--- config.mk ---
export PLATFORM = sky130hd
export DESIGN_NAME = csa_session_arbiter
export DESIGN_NICKNAME = d
export VERILOG_FILES = /design/src/rtl/csa_session_arbiter.sv
export SDC_FILE = /design/constraint.sdc
export NUM_CORES = 1
export LEC_CHECK = 0
export BUFFER_PORTS_ARGS = -buffer_cell sky130_fd_sc_hd__buf_4
export CAP_MARGIN = 5
export CORE_MARGIN = 4
export CORE_UTILIZATION = 42
export CTS_BUF_LIST = sky130_fd_sc_hd__clkbuf_8
export CTS_CLUSTER_SIZE = 20
export DETAILED_ROUTE_END_ITERATION = 12
export HOLD_SLACK_MARGIN = 0.02
export MAX_ROUTING_LAYER = met4
export PLACE_DENSITY = 0.88
export SYNTH_ARGS = -nofsm -noshare
export SYNTH_HDL_FRONTEND = slang
export SYNTH_SLANG_ARGS = --single-unit
--- constraint.sdc ---
create_clock -name iClk -period 1.6 [get_ports iClk]
set_input_delay 0.16 -clock iClk [delete_from_list [all_inputs] [get_ports iClk]]
set_output_delay 0.16 -clock iClk [all_outputs]
set_load 0.01 [all_outputs]
--- src/rtl/csa_session_arbiter.sv ---
`default_nettype none
// ============================================================================
// Module   : csa_session_arbiter
// Brief    : Round-robin arbiter that runs whole accumulation sessions
//            (clear, stream, drain, terminate, capture) on one shared
//            carry-save accumulator on behalf of NUM_REQ requesters.
// Revision : 1.0 - initial release
// ============================================================================
module csa_session_arbiter #(
    parameter int NUM_REQ       = 4,
    parameter int INPUT_LENGTH  = 16,
    parameter int OUTPUT_LENGTH = 32,
    parameter int MAX_WORDS     = 256
) (
    input  logic                              iClk,
    input  logic                              iRst,
    input  logic [NUM_REQ-1:0]                iReq,
    input  logic [NUM_REQ-1:0]                iValid,
    input  logic [NUM_REQ-1:0]                iLast,
    input  logic [NUM_REQ*INPUT_LENGTH-1:0]   iData,
    output logic [NUM_REQ-1:0]                oGrant,
    output logic [NUM_REQ-1:0]                oAck,
    output logic [OUTPUT_LENGTH-1:0]          oRes,
    output logic [NUM_REQ-1:0]                oResValid,
    output logic [$clog2(MAX_WORDS):0]        oCount,
    output logic                              oAccRst,
    output logic [INPUT_LENGTH-1:0]           oAccA,
    output logic                              oAccAccumulate,
    output logic                              oAccTerminate,
    input  logic [OUTPUT_LENGTH-1:0]          iAccRes,
    input  logic                              iAccReady,
    input  logic                              iAccDone
);

    localparam int c_IDX_W = $clog2(NUM_REQ);
    localparam int c_CNT_W = $clog2(MAX_WORDS) + 1;

    localparam logic [2:0] c_IDLE      = 3'd0;
    localparam logic [2:0] c_CLEAR     = 3'd1;
    localparam logic [2:0] c_WAIT_RDY  = 3'd2;
    localparam logic [2:0] c_STREAM    = 3'd3;
    localparam logic [2:0] c_DRAIN     = 3'd4;
    localparam logic [2:0] c_TERM      = 3'd5;
    localparam logic [2:0] c_WAIT_DONE = 3'd6;
    localparam logic [2:0] c_RESULT    = 3'd7;

    logic [2:0]               r_state,  w_stateNext;
    logic [c_IDX_W-1:0]       r_ptr,    w_ptrNext;
    logic [c_IDX_W-1:0]       r_gIdx,   w_gIdxNext;
    logic [NUM_REQ-1:0]       r_grant,  w_grant;
    logic [NUM_REQ-1:0]       r_ack,    w_ack;
    logic [OUTPUT_LENGTH-1:0] r_res,    w_res;
    logic [NUM_REQ-1:0]       r_resValid, w_resValid;
    logic [c_CNT_W-1:0]       r_count,  w_count;
    logic [INPUT_LENGTH-1:0]  r_accA,   w_accA;
    logic                     r_accAccumulate, w_accAccumulate;
    logic                     r_accTerminate,  w_accTerminate;

    logic                     w_found;
    logic [c_IDX_W-1:0]       w_pick;
    logic [c_IDX_W:0]         w_cand;
    logic [INPUT_LENGTH-1:0]  w_opData;

    // First requester at or after the pointer, wrapping modulo NUM_REQ
    always_comb begin
        w_found = 1'b0;
        w_pick  = '0;
        w_cand  = '0;
        for (int i = 0; i < NUM_REQ; i++) begin
            w_cand = {1'b0, r_ptr} + (c_IDX_W + 1)'(i);
            if (w_cand >= (c_IDX_W + 1)'(NUM_REQ)) begin
                w_cand = w_cand - (c_IDX_W + 1)'(NUM_REQ);
            end
            if (!w_found && iReq[w_cand[c_IDX_W-1:0]]) begin
                w_found = 1'b1;
                w_pick  = w_cand[c_IDX_W-1:0];
            end
        end
    end

    assign w_opData = iData[int'(r_gIdx)*INPUT_LENGTH +: INPUT_LENGTH];

    always_comb begin
        w_stateNext     = r_state;
        w_ptrNext       = r_ptr;
        w_gIdxNext      = r_gIdx;
        w_grant         = r_grant;
        w_ack           = '0;
        w_res           = r_res;
        w_resValid      = '0;
        w_count         = r_count;
        w_accA          = r_accA;
        w_accAccumulate = 1'b0;
        w_accTerminate  = 1'b0;
        case (r_state)
            c_IDLE: begin
                if (w_found) begin
                    w_gIdxNext      = w_pick;
                    w_grant         = '0;
                    w_grant[w_pick] = 1'b1;
                    w_stateNext     = c_CLEAR;
                end
            end
            c_CLEAR: begin
                w_count     = '0;
                w_stateNext = c_WAIT_RDY;
            end
            c_WAIT_RDY: begin
                if (iAccReady) begin
                    w_stateNext = c_STREAM;
                end
            end
            c_STREAM: begin
                if (iValid[r_gIdx] && iAccReady) begin
                    w_accA          = w_opData;
                    w_accAccumulate = 1'b1;
                    w_ack[r_gIdx]   = 1'b1;
                    w_count         = r_count + 1'b1;
                    if (iLast[r_gIdx] || (w_count == c_CNT_W'(MAX_WORDS))) begin
                        w_stateNext = c_DRAIN;
                    end
                end
            end
            // Idle cycle lets the final add settle before terminate
            c_DRAIN: begin
                w_stateNext = c_TERM;
            end
            c_TERM: begin
                w_accTerminate = 1'b1;
                w_stateNext    = c_WAIT_DONE;
            end
            c_WAIT_DONE: begin
                if (iAccDone) begin
                    w_res       = iAccRes;
                    w_stateNext = c_RESULT;
                end
            end
            c_RESULT: begin
                w_resValid[r_gIdx] = 1'b1;
                w_grant            = '0;
                w_ptrNext          = (r_gIdx == c_IDX_W'(NUM_REQ - 1)) ? '0 : r_gIdx + 1'b1;
                w_stateNext        = c_IDLE;
            end
            default: begin
                w_stateNext = c_IDLE;
            end
        endcase
    end

    always_ff @(posedge iClk) begin
        if (iRst) begin
            r_state         <= c_IDLE;
            r_ptr           <= '0;
            r_gIdx          <= '0;
            r_grant         <= '0;
            r_ack           <= '0;
            r_res           <= '0;
            r_resValid      <= '0;
            r_count         <= '0;
            r_accA          <= '0;
            r_accAccumulate <= 1'b0;
            r_accTerminate  <= 1'b0;
        end else begin
            r_state         <= w_stateNext;
            r_ptr           <= w_ptrNext;
            r_gIdx          <= w_gIdxNext;
            r_grant         <= w_grant;
            r_ack           <= w_ack;
            r_res           <= w_res;
            r_resValid      <= w_resValid;
            r_count         <= w_count;
            r_accA          <= w_accA;
            r_accAccumulate <= w_accAccumulate;
            r_accTerminate  <= w_accTerminate;
        end
    end

    assign oAccRst        = iRst | (r_state == c_CLEAR);
    assign oGrant         = r_grant;
    assign oAck           = r_ack;
    assign oRes           = r_res;
    assign oResValid      = r_resValid;
    assign oCount         = r_count;
    assign oAccA          = r_accA;
    assign oAccAccumulate = r_accAccumulate;
    assign oAccTerminate  = r_accTerminate;

endmodule
`default_nettype wire

==> results of run 1 <==
[cell usage after synthesis (3+ instances only)]
library cell and count:
nand2_1 111, dfxtp_1 78, a21oi_1 58, mux4_2 18
clkbuf_1 14, inv_1 10, nor2_1 10, o21ai_0 9
buf_2 8, nand3_1 8, and3_1 6, ha_1 6
nor3_1 6, a211oi_1 5, and2_1 4, buf_4 4
nor4_1 4, xor2_1 4, mux2i_1 3, or3_1 3
[per-layer routing]
metal / vias up / track usage / share of wire / routed length [um]
li1: 1817 / - / - / -
met1: 1761 / 0.233 / 0.36 / 4180
met2: 186 / 0.385 / 0.53 / 6070
met3: 27 / 0.0431 / 0.075 / 854
met4: 0 / 0.106 / 0.031 / 355
met5: - / - / 0 / 0
[cell families (layout without fill, tap and decap cells)]
logic type	after synthesis	in the layout	share of synthesized area
AOI/OAI and AO/OA	88	88	0.145
xor gates and xnor gates	4	4	0.00986
adders and majority gates	6	6	0.0211
buffers and inverters	38	251	0.0472
DFF	78	78	0.439
muxes	22	22	0.126
and+or+nand+nor	167	167	0.211
[registers in the layout, indices dropped and copies added (netlist names)]
name            count
oGrant              4
oAccA              16
r_ptr               2
r_gIdx              2
oResValid           4
r_state             3
oAccTerminate       1
oRes               32
oCount              9
oAck                4
oAccAccumulate      1
[final cells by class]
type / instances / share of cell area
sequential: 78 / 0.270
multi-input combinational: 287 / 0.367
tap: 105 / 0.0224
timing repair buffer: 224 / 0.299
clock buffer: 10 / 0.0235
clock inverter: 6 / 0.0107
inverter: 11 / 0.00705
[worst reg2reg max path, cell delays in order (launching register included)]
cell     delay, ps
dfxtp_2        360
mux4_2         550
a21o_1         260
a21oi_4        330
nand2_1        100
o21ai_1        100
[cells in the final DEF, fill, tap and decap left out, types with 5 or more instances in the layout]
cell type	instances
buf_4	214
nand2_1	93
dfxtp_1	69
a21oi_1	40
mux4_2	18
a21oi_2	18
nand2_4	15
inv_1	11
nor2_1	10
clkbuf_8	10
buf_6	7
nand3_1	6
and3_1	6
ha_1	5
dfxtp_2	5
[worst max path at each step]
stage                               to
3_3_place_gp   r_state[0]$_SDFFE_PP0P_
4_1_cts        r_state[0]$_SDFFE_PP0P_
3_5_place_dp   r_state[0]$_SDFFE_PP0P_
2_1_floorplan  r_state[0]$_SDFFE_PP0P_
5_1_grt         oCount[0]$_SDFFE_PP0P_
6_report        oCount[0]$_SDFFE_PP0P_
[through the flow]
step	worst slack [ps]	hold slack (ps)	util	power, mW
2_1_floorplan	-14.5	296	-	2.33
4_1_cts	-72.0	47.3	0.670	4.13
3_5_place_dp	-126	418	0.631	2.65
6_report	-177	69.8	0.713	4.14
5_1_grt	-256	53.1	0.713	4.30
3_3_place_gp	-73.6	407	0.631	2.63
[repair_timing]
item / CTS / global route
setup endpoints to repair: 15 / 36
setup buffers: 7 / 8
gates cloned: 0 / 1
gates resized for setup: 18 / 74
pin swaps: 13 / 48
[power by group]
group          switching, mW  total, mW  internal [mW]
registers             0.0326       1.99           1.96
logic                  0.279      0.672          0.393
clock network          0.718       1.48          0.758
==> results.py, run 1 <==
metrics = {
    "placed_design": {
        "dp_hpwl_um": 8330,
        "io_buffers": 183,
        "place_area_sq_um": 5180,
        "gp_congestion": 0.907,
        "placedCellCount": 691,
    },
    "timing": {
        "worst_pin_slew_ps": 420,
        "fmax_ghz": 0.563,
        "rsz0062_at_grt": "yes",
        "skew_ps": 17.2,
        "timing_hold_violations_final": 0,
        "maxSlewHeadroom": 0.720,
        "setup_viol": 29,
        "post-route-min-period_ps": 1780,
        "period_share": 1.11,
        "tns_ps": -3240,
        "slew_violations": 0,
        "worst_slack_ps": -177,
    },
    "yosys": {
        "synth_area_leaders": "dfxtp_1 (44%), nand2_1 (12%), mux4_2 (11%)",
        "ys_seq_elements": 78,
        "async_flop_share": 0,
        "yosysTopAreaCell": "dfxtp_1",
        "yosys.area.top_type_share": 0.439,
        "synth_warnings": 0,
        "syn_inst": 403,
        "ys_seq_area_frac": 0.439,
        "ys.flop_type": "dfxtp_1",
        "syn_nets": 521,
        "avgSynthCellArea_sq_um": 8.82,
        "post_synth_instance_area_sq_um": 3550,
        "synth_edf_count": 0,
        "synth.distinct_cells": 47,
    },
    "critical_path": {
        "cp_max_fo": 8,
        "cpPeakStageDelay_ps": 550,
        "path_class": "reg2reg",
        "startpoint": "r_gIdx[0]$_SDFFE_PP0P_",
        "r2r-end": "oCount[0]$_SDFFE_PP0P_",
        "r2r_slack_ps": -180,
        "end_kind": "flop",
        "rr_worst_depth": 5,
        "rr_startpoint": "r_gIdx[0]$_SDFFE_PP0P_",
        "cp_data_arrival_time_ps": 2050,
        "required_ps": 1870,
        "crit_path_cell_trace": "mux4_2, a21o_1, a21oi_4, nand2_1, o21ai_1",
        "critical_path.top_delay_family": "compound AO/OA/AOI/OAI gates",
        "cp.depth": 5,
        "crit_slowest_cell": "mux4_2",
        "cp-start-kind": "flop",
        "worst-path-buf-inv": 0,
    },
    "worst_hold_path": {
        "min_from": "iAccRes[24]",
        "hold_depth": 3,
        "min_path_type": "in2reg",
        "worst_hold_path.endpoint": "oRes[24]$_SDFFE_PP0P_",
    },
    "grt": {
        "antenna_found_initial": 0,
        "overflow": 0,
        "grt_max_degree": 35,
        "grt_pass1_vias": 3794,
        "grtUsageTotal": 0.218,
        "grt_pass1_wl_um": 17100,
    },
    "clocking": {
        "worstSkewPairLatency_ps": 340,
        "htreeDepth": 3,
        "cts_tree": "built",
        "clk_pin_slew_ps": 90,
        "numCtsBuffers": 9,
        "cts-root-buf": "clkbuf_8",
        "clk_path_buf_depth": 2,
        "ctsHoldBuffers": 0,
        "cts_sinks": 78,
    },
    "route": {
        "drtPass1Iterations": 5,
        "via_count": 3791,
        "route.detailed.drc": 0,
        "routed_via_density": 5.26,
        "detail_route.wl_per_cell_um": 15.9,
        "ant_nets": 0,
        "drt_iter0_drc": 98,
        "wl_um": 11500,
    },
    "die": {
        "die_w_um": 100,
        "die_h_um": 100,
        "initial_core_util": 0.432,
        "die-area_sq_um": 10000,
        "fp-row-count": 33,
        "pin_count": 184,
        "core_area_sq_um": 8220,
    },
    "layout": {
        "fillers": 575,
        "drive_above_1_share": 0.531,
        "post_layout_nonfiller_instances": 721,
        "multi_input_area_sq_um": 2150,
        "ff_latch_area_sq_um": 1580,
        "syn_to_final_growth_pct": 64.8,
        "nNetsFinal": 729,
        "antenna-diode-count": 0,
        "fin_area_sq_um": 5850,
    },
    "job": {
        "maxCapViolCount": 0,
    },
    "status": {
        "violations": "setup timing",
        "status": "complete, but fails checks",
    },
    "power_and_ir_drop": {
        "p_leak_nw": 2.45,
        "p_per_area_nw_per_um2": 707,
        "peakVddDrop_mv": 0.402,
    },
}
(Power assumes the default switching activity.)
==> run 2: changes to the inputs <==
- CELL_PAD_IN_SITES_DETAIL_PLACEMENT: default -> 0
- CELL_PAD_IN_SITES_GLOBAL_PLACEMENT: default -> 2
- CORE_UTILIZATION: 42 -> 23
- PLACE_DENSITY: 0.88 -> default
- PLACE_DENSITY_LB_ADDON: default -> 0.3
==> run 2 against run 1 <==
The run still ends with setup timing left. Non-clock buffer count rose by 26. Critical path depth grew 2. Combinational power rose by 4.9%. Cell count grew 15%. Fmax rose by 6.0%. Clock power about the same. Cell area increased by 4.4%. Via count decreased by 1.5%. Global-route usage shrank 8.3 points. Largest power group unchanged. Sequential power hardly changed. Hold slack got worse by 21 ps.
==> results.py, run 2 (synthesis results as in run 1) <==
metrics = {
    "critical_path": {
        "rr_startpoint": "oCount[1]$_SDFFE_PP0P_",
        "cp-start-kind": "flop",
        "crit_path_cell_trace": "buf_6, nand3_4, or2_4, a311oi_2, o41ai_2, buf_4, a32o_1",
        "cp_max_fo": 3,
        "cpPeakStageDelay_ps": 370,
        "r2r_slack_ps": -80,
        "end_kind": "flop",
        "rr_worst_depth": 7,
        "cp-endpoint": "r_state[2]$_SDFFE_PP0P_",
        "r2r-end": "r_state[2]$_SDFFE_PP0P_",
        "startpoint": "oCount[1]$_SDFFE_PP0P_",
        "required_ps": 1860,
        "crit_slowest_cell": "dfxtp_4",
        "cp_data_arrival_time_ps": 1930,
        "path_class": "reg2reg",
    },
    "status": {
        "violations": "setup timing",
        "status": "complete, but fails checks",
    },
    "route": {
        "route.detailed.drc": 0,
        "ant_nets": 0,
        "via_count": 3736,
        "detail_route.wl_per_cell_um": 14.2,
        "drt_iter0_drc": 117,
        "routed_via_density": 4.50,
        "wl_um": 11800,
        "drtPass1Iterations": 4,
    },
    "timing": {
        "maxSlewHeadroom": 0.699,
        "worst_slack_ps": -77.0,
        "period_share": 1.05,
        "post-route-min-period_ps": 1680,
        "fmax_ghz": 0.596,
        "skew_ps": 6.79,
        "slew_violations": 0,
        "rsz0062_at_grt": "yes",
        "setup_viol": 11,
        "timing_hold_violations_final": 0,
        "worst_pin_slew_ps": 448,
    },
    "clocking": {
        "cts-root-buf": "clkbuf_8",
        "htreeDepth": 3,
        "cts_tree": "built",
        "worstSkewPairLatency_ps": 360,
        "clk_path_buf_depth": 2,
        "clk_pin_slew_ps": 80,
        "cts_sinks": 78,
        "numCtsBuffers": 9,
    },
    "worst_hold_path": {
        "min_path_type": "in2reg",
    },
    "die": {
        "die_w_um": 132,
        "pin_count": 184,
        "fp-row-count": 45,
        "die_h_um": 132,
        "die-area_sq_um": 17500,
        "core_area_sq_um": 15100,
        "initial_core_util": 0.235,
    },
    "layout": {
        "fillers": 1525,
        "fin_util": 0.403,
        "final_cell_mix": "buf_4 (227), nand2_1 (100), dfxtp_1 (69)",
        "final_common_cell": "buf_4",
        "nNetsFinal": 755,
        "multi_input_area_sq_um": 2070,
        "syn_to_final_growth_pct": 71.9,
        "drive_above_1_share": 0.516,
        "ff_latch_area_sq_um": 1590,
        "antenna-diode-count": 0,
        "largest_register_ffs": 32,
    },
    "placed_design": {
        "dp_hpwl_um": 8770,
        "io_buffers": 183,
        "post-place-ws_ps": -213,
        "gp_congestion": 0.782,
    },
    "power_and_ir_drop": {
        "peakVddDrop_mv": 0.330,
        "power_mw": 4.14,
        "p_leak_nw": 2.55,
        "p_switching_mw": 1.05,
        "p_sw_frac": 0.253,
        "seqPwrFrac": 0.480,
        "p_int_mw": 3.09,
        "power.share.clock": 0.349,
        "p_per_area_nw_per_um2": 678,
        "comb_power_share": 0.170,
    },
    "grt": {
        "overflow": 0,
        "antenna_found_initial": 0,
        "grtUsageTotal": 0.136,
        "grt_max_degree": 37,
        "grt_pass1_wl_um": 18700,
        "grt_pass1_vias": 3802,
    },
    "job": {
        "maxCapViolCount": 0,
    },
}
[run 2: cell types whose count changed in the layout (fill, tap and decap cells not counted), moves of 4 or more]
cell / change
dlygate4sd3_1: +12
nand2_4: -7
buf_4: +13
nand2_1: +7
o21ai_1: +4
[run 2: area by class of cell]
class | count | share of cell area
multi-input combinational | 287 | 0.338
inverter | 11 | 0.00717
clock buffer | 9 | 0.0203
timing repair buffer | 250 | 0.325
clock inverter | 7 | 0.0109
tap | 188 | 0.0385
sequential | 78 | 0.259
[run 2: worst min-delay path by stage]
stage / start / to / cells after the start
2_1_floorplan: iAccRes[0] / oRes[0]$_SDFFE_PP0P_ / 2
3_3_place_gp: iAccRes[2] / oRes[2]$_SDFFE_PP0P_ / 3
3_5_place_dp: iAccRes[5] / oRes[5]$_SDFFE_PP0P_ / 3
4_1_cts: iAccRes[26] / oRes[26]$_SDFFE_PP0P_ / 3
5_1_grt: iAccRes[21] / oRes[21]$_SDFFE_PP0P_ / 3
6_report: iAccRes[14] / oRes[14]$_SDFFE_PP0P_ / 3
[run 2: timing repair]
action / in CTS / in global routing
endpoints found under the hold margin: 12 / 0
buffers inserted: 13 / 2
setup endpoints to repair: 17 / 39
gates resized for setup: 20 / 56
pin swaps: 10 / 38
cloned: 0 / 1
hold buffers: 12 / 0
[run 2: power groups by stage]
stage / Sequential [mW] / Clock [mW] / Combinational [mW]
2_1_floorplan: 2.03 / 0 / 0.291
3_3_place_gp: 2.04 / 0 / 0.639
3_5_place_dp: 2.04 / 0 / 0.644
4_1_cts: 1.99 / 1.53 / 0.685
5_1_grt: 1.99 / 1.60 / 0.770
6_report: 1.99 / 1.45 / 0.705
[run 2: worst max-delay path: cells and delay by family, from the launching register on]
kind,cells,cell delay (ps)
simple gates,2,340
buf+inv,2,270
flops,1,370
compound gates,3,590
[run 2: per-layer routing]
| layer | track usage | up-vias | wire length [um] |
|---|---|---|---|
| met2 | 0.220 | 132 | 5860 |
| met1 | 0.159 | 1719 | 4970 |
| met5 | - | - | 0 |
| met3 | 0.0359 | 18 | 719 |
| li1 | - | 1867 | - |
| met4 | 0.0595 | 0 | 272 |
[run 2: stage by stage]
step | setup TNS (ps) | instance area, sq um | hold WS (ps) | std cells
CTS | -226 | 5880 | 22.0 | 827
floorplan | -14.5 | 3580 | 296 | 403
finish | -277 | 6110 | 49.0 | 830
detailed placement | -834 | 5390 | 420 | 786
global route | -1710 | 6110 | 30.8 | 830
global placement | -289 | 5390 | 408 | 786
==> run 3: changes to the inputs <==
- REMOVE_ABC_BUFFERS: default -> 1
==> run 3 against run 2 <==
The run still ends with setup timing left. Non-clock buffer count is 4 lower. Routed wire length rose by 7.3%. Cell area grew 2.5%. Register-to-register slack about the same. Critical path depth decreased by 1. Critical endpoint is now r_state[0]$_SDFFE_PP0P_. Worst setup slack improved by 7.7 ps. Clock power grew 12%. Via count increased by 0.13%. Global-route usage is 1.0 points higher. First-iteration DRC count grew 37%. Sequential power is essentially flat.
==> results.py, run 3 (synthesis results as in run 1) <==
metrics = {
    "route": {
        "drt_iter0_drc": 160,
        "wl_um": 12700,
        "drtPass1Iterations": 4,
        "detail_route.wl_per_cell_um": 15.3,
        "routed_via_density": 4.53,
        "ant_nets": 0,
        "via_count": 3741,
        "route.detailed.drc": 0,
    },
    "die": {
        "initial_core_util": 0.235,
        "die_w_um": 132,
        "fp-row-count": 45,
        "pin_count": 184,
        "die_h_um": 132,
        "core_area_sq_um": 15100,
        "die-area_sq_um": 17500,
    },
    "worst_hold_path": {
        "min_from": "iAccRes[9]",
        "min_path_type": "in2reg",
        "hold_depth": 3,
        "worst_hold_path.endpoint": "oRes[9]$_SDFFE_PP0P_",
    },
    "grt": {
        "grt_pass1_vias": 3759,
        "grt_pass1_wl_um": 19800,
        "grt_max_degree": 48,
        "antenna_found_initial": 0,
        "grtUsageTotal": 0.146,
        "overflow": 0,
    },
    "layout": {
        "largest_register_ffs": 32,
        "final_common_cell": "buf_4",
        "nNetsFinal": 751,
        "drive_above_1_share": 0.522,
        "fin_util": 0.413,
        "syn_to_final_growth_pct": 76.2,
        "antenna-diode-count": 0,
        "final_cell_mix": "buf_4 (215), nand2_1 (93), dfxtp_1 (68)",
        "post_layout_nonfiller_instances": 826,
    },
    "placed_design": {
        "post-place-ws_ps": -227,
        "dp_hpwl_um": 9200,
        "io_buffers": 183,
        "placedCellCount": 782,
        "gp_congestion": 0.765,
    },
    "clocking": {
        "worstSkewPairLatency_ps": 360,
        "cts_sinks": 78,
        "clk_pin_slew_ps": 80,
        "cts-root-buf": "clkbuf_8",
        "numCtsBuffers": 9,
        "cts_tree": "built",
        "htreeDepth": 3,
        "clk_path_buf_depth": 2,
    },
    "status": {
        "violations": "setup timing",
        "status": "complete, but fails checks",
    },
    "timing": {
        "worst_slack_ps": -69.3,
        "worst_pin_slew_ps": 616,
        "maxSlewHeadroom": 0.589,
        "fmax_ghz": 0.599,
        "period_share": 1.04,
        "setup_viol": 18,
        "slew_violations": 0,
        "rsz0062_at_grt": "yes",
        "timing_hold_violations_final": 0,
        "skew_ps": 7.51,
        "post-route-min-period_ps": 1670,
    },
    "critical_path": {
        "r2r_slack_ps": -70,
        "r2r-end": "r_state[0]$_SDFFE_PP0P_",
        "cp-start-kind": "flop",
        "required_ps": 1830,
        "cp_data_arrival_time_ps": 1900,
        "cp_max_fo": 7,
        "end_kind": "flop",
        "path_class": "reg2reg",
        "rr_worst_depth": 6,
        "rr_startpoint": "oCount[0]$_SDFFE_PP0P_",
    },
    "job": {
        "maxCapViolCount": 0,
    },
    "power_and_ir_drop": {
        "p_per_area_nw_per_um2": 698,
        "peakVddDrop_mv": 0.445,
        "p_leak_nw": 2.58,
    },
}
==> run 3: cell count changes in the layout (fill, tap and decap cells not counted), sizes merged <==
| cell | change |
|---|---|
| buf | -12 |
| dlygate4sd3 | +9 |
| clkinvlp | -2 |
| bufinv | +1 |
| clkinv | +1 |
| clkbuf | -1 |
==> run 3: worst max path at each step <==
stage                                  startpoint                       to  slack (ps)
after global routing       oCount[0]$_SDFFE_PP0P_  r_state[0]$_SDFFE_PP0P_        -160
after detailed placement   oCount[0]$_SDFFE_PP0P_  r_state[0]$_SDFFE_PP0P_        -230
after CTS                  oCount[0]$_SDFFE_PP0P_  r_state[0]$_SDFFE_PP0P_         -90
final                      oCount[0]$_SDFFE_PP0P_  r_state[0]$_SDFFE_PP0P_         -70
after floorplan           r_state[2]$_SDFFE_PP0P_     oRes[0]$_SDFFE_PP0P_        -890
after global placement     oCount[0]$_SDFFE_PP0P_  r_state[0]$_SDFFE_PP0P_        -150
==> run 3: stage by stage <==
stage / area [sq um] / hold slack [ps] / power (mW) / setup TNS [ps]
finish: 6260 / 49.4 / 4.37 / -577
global route: 6260 / 38.2 / 4.58 / -2580
CTS: 5900 / 20.4 / 4.41 / -373
detailed placement: 5350 / 417 / 2.69 / -1250
global placement: 5350 / 407 / 2.69 / -618
floorplan: 3430 / 229 / 2.29 / -49810
==> run 3: report_power, final <==
part	switching [mW]	internal, mW
Sequential	0.0386	1.96
Combinational	0.290	0.454
Clock	0.755	0.870
Total	1.08	3.29
==> run 3: area by class of cell <==
type | instances | area, sq um
clock buffer | 9 | 124
clock inverter | 7 | 90.1
fill | 1545 | 8880
inverter | 11 | 43.8
multi-input combinational | 287 | 2180
sequential | 78 | 1580
tap | 188 | 235
timing repair buffer | 246 | 2010
==> run 3: timing repair <==
action	in CTS	in global routing
gates resized for setup	24	78
hold buffers	21	0
endpoints found under the hold margin	21	0
cloned	1	0
endpoints found under the setup margin	30	31
pin swaps	12	42
buffers inserted	3	4
==> run 3: worst max-delay path: stages, from the launching register on <==
cell and delay [ps]:
dfxtp_2 340, ha_4 190, buf_4 150, nor4_4 310, a311oi_4 70, o41ai_4 340, a311oi_2 140
==> run 3: metal layers <==
layer  part of all wire  global-route usage  vias up  wire length (um)
li1                   -                   -     1860                 -
met1               0.44               0.182     1727              5600
met2               0.46               0.223      138              5870
met3              0.078              0.0469       16               984
met4              0.018              0.0491        0               232
met5                  0                   -        -                 0
